`src/rtl/modexp_scheduler.sv`:
```
// Control sequencer for left-to-right square-and-multiply modular exponentiation.
// Optional build macro MODEXP_SKIP_LZ_EN: start the scan at the highest set exponent bit.
module modexp_scheduler #(
   parameter int E_WIDTH = 16,
   parameter int IDX_W   = $clog2(E_WIDTH)
) (
   input  logic               clk,
   input  logic               rst,
   input  logic               load_exp,
   input  logic [E_WIDTH-1:0] exp_in,
   input  logic               start,
   input  logic               mm_done,
   output logic               init_acc,
   output logic               mm_start,
   output logic               mm_sel,
   output logic [IDX_W-1:0]   bit_idx,
   output logic               busy,
   output logic               done
);

   typedef enum logic [2:0] {
      IDLE,
      INIT,
      SQUARE,
      WAIT_SQ,
      MULT,
      WAIT_MUL,
      NEXT,
      DONE
   } state_t;

   localparam logic [IDX_W-1:0] TOP_IDX = IDX_W'(E_WIDTH - 1);

   state_t             state_q, state_d;
   logic [E_WIDTH-1:0] exp_q, exp_d;
   logic [IDX_W-1:0]   idx_q, idx_d;

`ifdef MODEXP_SKIP_LZ_EN
   logic [IDX_W-1:0] lz_idx;

   // Priority encoder: the last set bit seen while scanning upward wins.
   always_comb begin
      lz_idx = '0;
      for (int i = 0; i < E_WIDTH; i++) begin
         if (exp_q[i]) begin
            lz_idx = IDX_W'(i);
         end
      end
   end
`endif

   always_ff @(posedge clk or posedge rst) begin
      if (rst) begin
         state_q <= IDLE;
         exp_q   <= '0;
         idx_q   <= TOP_IDX;
      end else begin
         state_q <= state_d;
         exp_q   <= exp_d;
         idx_q   <= idx_d;
      end
   end

   always_comb begin
      state_d = state_q;
      exp_d   = exp_q;
      idx_d   = idx_q;
      case (state_q)
         IDLE: begin
            if (load_exp) begin
               exp_d = exp_in;
            end
            if (start) begin
               state_d = INIT;
            end
         end
         INIT: begin
`ifdef MODEXP_SKIP_LZ_EN
            idx_d   = lz_idx;
            state_d = (exp_q == '0) ? DONE : SQUARE;
`else
            idx_d   = TOP_IDX;
            state_d = SQUARE;
`endif
         end
         SQUARE: begin
            state_d = WAIT_SQ;
         end
         WAIT_SQ: begin
            if (mm_done) begin
               state_d = exp_q[idx_q] ? MULT : NEXT;
            end
         end
         MULT: begin
            state_d = WAIT_MUL;
         end
         WAIT_MUL: begin
            if (mm_done) begin
               state_d = NEXT;
            end
         end
         NEXT: begin
            // Test for zero before decrementing so the index never wraps.
            if (idx_q == '0) begin
               state_d = DONE;
            end else begin
               idx_d   = idx_q - IDX_W'(1);
               state_d = SQUARE;
            end
         end
         DONE: begin
            state_d = IDLE;
         end
         default: begin
            state_d = IDLE;
         end
      endcase
   end

   assign init_acc = (state_q == INIT);
   assign mm_start = (state_q == SQUARE) || (state_q == MULT);
   assign mm_sel   = (state_q == MULT);
   assign bit_idx  = idx_q;
   assign busy     = (state_q != IDLE);
   assign done     = (state_q == DONE);

endmodule
```
`config.mk`:
```
export PLATFORM = sky130hd
export DESIGN_NAME = modexp_scheduler
export DESIGN_NICKNAME = d
export VERILOG_FILES = /design/src/rtl/modexp_scheduler.sv
export SDC_FILE = /design/constraint.sdc
export NUM_CORES = 1
export LEC_CHECK = 0
export ABC_AREA = 1
export CORE_MARGIN = 5
export CORE_UTILIZATION = 50
export DETAILED_ROUTE_END_ITERATION = 6
export GPL_TIMING_DRIVEN = 0
export PLACE_DENSITY = 0.87
export SYNTH_ARGS = -nofsm -noshare
export SYNTH_HDL_FRONTEND = slang
export SYNTH_SLANG_ARGS = --single-unit
```
`constraint.sdc`:
```
create_clock -name clk -period 5 [get_ports clk]
set_clock_uncertainty 0.15 [all_clocks]
set_input_delay 1 -clock clk [delete_from_list [all_inputs] [get_ports clk]]
set_output_delay 1 -clock clk [all_outputs]
set_load 0.005 [all_outputs]
```
==> metrics list <==
- Detailed placement ended at an HPWL of 1990 µm.
* Number of warnings reported in the yosys synthesis log: 0
- Clock slew at the register clock pins of the worst setup and hold paths: 130 ps
- Predominant post-synthesis flop cell: sky130_fd_sc_hd__dfrtp_1
* Chip Width: 58.8 µm
- Run status: completed
- Counting flops with a built-in enable in the synthesized netlist gives 0.
* TritonCTS clock tree: yes
- Total overflow reported by the global router: 0
- Relative to the synthesized area, the layout overhead comes to 29.6%.
- Final number of setup-violating endpoints: 0
- When the netlist entered floorplanning its net count stood at 182.
* Part of the power in combinational logic: 48.6%
- Die area: 3460 µm²
- The critical path contains buffers and inverters numbering 2 combined.
* Number of vias in the routed layout: 1116
* Portion of the post-synthesis area used by sequential elements: 48.7%
* Clock latency at the later pin of the worst-skew pair: 320 ps
- Number of sinks on the clock net: 23
- Max Transition Viols Final: 0
* Max-cap check violation count: 0
- After synthesis, the share of flip-flops with an asynchronous set or reset is 100%.
* Post-synthesis instance area: 1190 µm²
* Count of endpoints failing hold in the final timing report: 0
- Largest net degree at the start of global routing: 24
* Post-CTS setup buffer count: 0
* Vias in the first global route: 1079
- Non-filler cells in the finished layout: 220
- The initial utilization of the core area, before any placement, comes to 53.3%.
- Initial detailed-routing violation count: 21
* Final WL: 2640 µm
- Headroom to the max-slew limit: 43.4%
- GPL Wtd Cong: 0.811
- Placed Cells: 216
- In the post-synthesis netlist, the biggest area contributors are sky130_fd_sc_hd__dfrtp_1 40%, sky130_fd_sc_hd__a21oi_1 8.8%, sky130_fd_sc_hd__dfstp_2 8.8%.
- The worst setup path is captured at a primary output.
* Switching share of power: 40.7%
* Final Cycle Share: 60.9%
- IO Count: 30
- Avg WL per Cell: 12.0 µm
- Classification of the worst setup path: reg2out
* # DRC: 0
- Max VDD drop: 0.311 mV
- Y dimension of the die: 58.8 µm
* Hold Crit Class: reg2reg
* Arrival time at the worst endpoint: 1890 ps
- Global-route wire length before repair: 4510 µm
* Synthesized area divided by synthesized cell count: 7.49 µm²
- The synthesized netlist contains 15 unique library cells.
- Root buffer cell: sky130_fd_sc_hd__clkbuf_4
* Data required time at the worst endpoint: 3850 ps
- Fill count: 199
* H-tree level count: 1
- After floorplanning, the core was divided into 17 placement rows.
- Share of final-layout standard cells stronger than drive strength 1: 6.25%
- The design draws 0.000808 W.
- In this run, post-CTS repair resized a total of 0 instances.
* Core area: 2230 µm²
- Top fanout value on the critical path: 6
- Clock buffers created by TritonCTS: 3
* Port Buffers: 29
- Detailed-route vias per instance: 5.07
- Sequential cell fraction of total power: 40.4%
- Highest clock rate: 0.328 GHz
* Largest area contributor in the synthesized netlist: sky130_fd_sc_hd__dfrtp_1
- Post-CTS Hold Buffers: 0
- Power density cells: 523 nW/µm²
* Min Clock Period, post-route: 3040 ps
- Diode count: 0
* Share of Yosys cell area claimed by the top area cell type: 39.9%
- In this run the deepest clock path goes through 2 buffers.
- For this design the total switching power over the nets is 0.000328 W.
* Leading cell types by count after synthesis: 27 x sky130_fd_sc_hd__inv_1, 24 x sky130_fd_sc_hd__nand2_1, 24 x sky130_fd_sc_hd__nor2_1
- Slew at the pin closest to its max-slew limit: 848 ps
* Internal power: 0.000480 W
- The critical path goes through inv_1, or2_1, o21ai_0, clkdlybuf4s50_1.
- Cell with the most instances after synthesis: sky130_fd_sc_hd__inv_1
- Leakage Power: 0.767 nW
- Number of standard cells after synthesis: 159
* Critical Path Source Type: register
* Share of total power in the clock network: 11.0%
* Remaining antenna violation count after routing: 0
- Setup repair after global routing missed its margin: no
- Global routing consumed, over all layers together, 16.7% of the routing resources.
- Kind of cell adding the most delay to the critical path: buffers and inverters
- The number of antenna violations at the first check in global routing is 0.
- Standard cell with the maximum stage delay on the critical path: sky130_fd_sc_hd__clkdlybuf4s50_1
- Slowest cell delay on critical path: 550 ps
* Setup_tns: 0 ps
- Final #Nets: 216
- Number of optimization iterations in the first detailed-route pass: 5
* Flop and latch count out of synthesis: 23
-- sequential cells by signal, summed over array words and instances, names as in the netlist --
signal   count
state_q      3
exp_q       16
bit_idx      4
-- path summary, 6_finish.rpt --
check                                        from                     end  slack, ps  depth (start not counted)
max in group asynchronous                     rst  state_q[0]$_DFFE_PP0P_       3190                          2
min                         exp_q[15]$_DFFE_PP0P_   exp_q[15]$_DFFE_PP0P_        380                          2
min in group asynchronous                     rst    exp_q[7]$_DFFE_PP0P_        990                          2
max                        state_q[2]$_DFFE_PP0P_                mm_start       1960                          4
min reg2reg                 exp_q[15]$_DFFE_PP0P_   exp_q[15]$_DFFE_PP0P_        380                          2
max reg2reg                bit_idx[0]$_DFFE_PP1P_  bit_idx[1]$_DFFE_PP1P_       3000                          8
-- final cells by class --
class | instances | area (µm²) | area share (%)
Buffer | 4 | 26.3 | 1.70
Timing Repair Buffer | 29 | 290 | 18.8
Inverter | 28 | 105 | 6.81
Clock buffer | 3 | 22.5 | 1.46
Clock inverter | 1 | 5.00 | 0.324
Multi-Input combinational cell | 104 | 479 | 31.0
Tap cell | 28 | 35.0 | 2.27
Sequential cell | 23 | 581 | 37.6
-- cells in the final DEF, fill, tap and decap left out, types with 2 or more instances in the layout --
| master | synthesis | final |
|---|---|---|
| sky130_fd_sc_hd__nor2_1 | 24 | 24 |
| sky130_fd_sc_hd__buf_2 | 3 | 3 |
| sky130_fd_sc_hd__or2_1 | 2 | 2 |
| sky130_fd_sc_hd__nand3_1 | 19 | 19 |
| sky130_fd_sc_hd__dfrtp_1 | 19 | 19 |
| sky130_fd_sc_hd__ha_1 | 2 | 2 |
| sky130_fd_sc_hd__a21oi_1 | 21 | 21 |
| sky130_fd_sc_hd__nor3_1 | 4 | 4 |
| sky130_fd_sc_hd__nand2_1 | 24 | 24 |
| sky130_fd_sc_hd__o21ai_0 | 7 | 7 |
| sky130_fd_sc_hd__inv_1 | 27 | 27 |
| sky130_fd_sc_hd__clkbuf_4 | 0 | 3 |
| sky130_fd_sc_hd__dfstp_2 | 4 | 4 |
| sky130_fd_sc_hd__clkdlybuf4s50_1 | 0 | 29 |
-- kinds of logic after synthesis --
| logic type | Yosys count | share of synthesized area (%) |
|---|---|---|
| adders and majority gates | 2 | 2.10 |
| AOI/OAI and AO/OA | 28 | 11.8 |
| and+or+nand+nor | 74 | 26.4 |
| DFF | 23 | 48.7 |
| buffers and inverters | 32 | 11.0 |
-- power by group through the flow --
stage,logic [W],registers [W],clock network [W]
floorplan,0.000263,0.000318,0
global route,0.000447,0.000336,0.0000949
global placement,0.000378,0.000326,0
detailed placement,0.000393,0.000332,0
CTS,0.000397,0.000327,0.0000894
finish,0.000393,0.000327,0.0000885
-- stage by stage --
stage | hold WS, ps | worst slack (ps) | instance area (µm²) | utilization [%]
final | 376 | 1960 | 1540 | 69.1
after global routing | 395 | 1820 | 1540 | 69.1
after CTS | 378 | 1960 | 1540 | 69.1
after detailed placement | 359 | 2350 | 1520 | 67.9
after global placement | 345 | 2370 | 1520 | 67.9
after floorplan | 331 | 2950 | 1190 | -
-- routing by layer --
metal  track usage (%)  routed length [µm]  vias up
met5                 0                   0        -
met1              19.4                1120      517
li1                  -                   -      568
met3              4.61                 166        5
met4              5.83                  38        0
met2              29.3                1320       26
-- tightest hold or removal path, cell delays in order (launching register included) --
cell	delay [ps]
sky130_fd_sc_hd__dfrtp_1	380
sky130_fd_sc_hd__inv_1	60
sky130_fd_sc_hd__a21oi_1	60
(Power assumes the default switching activity.)
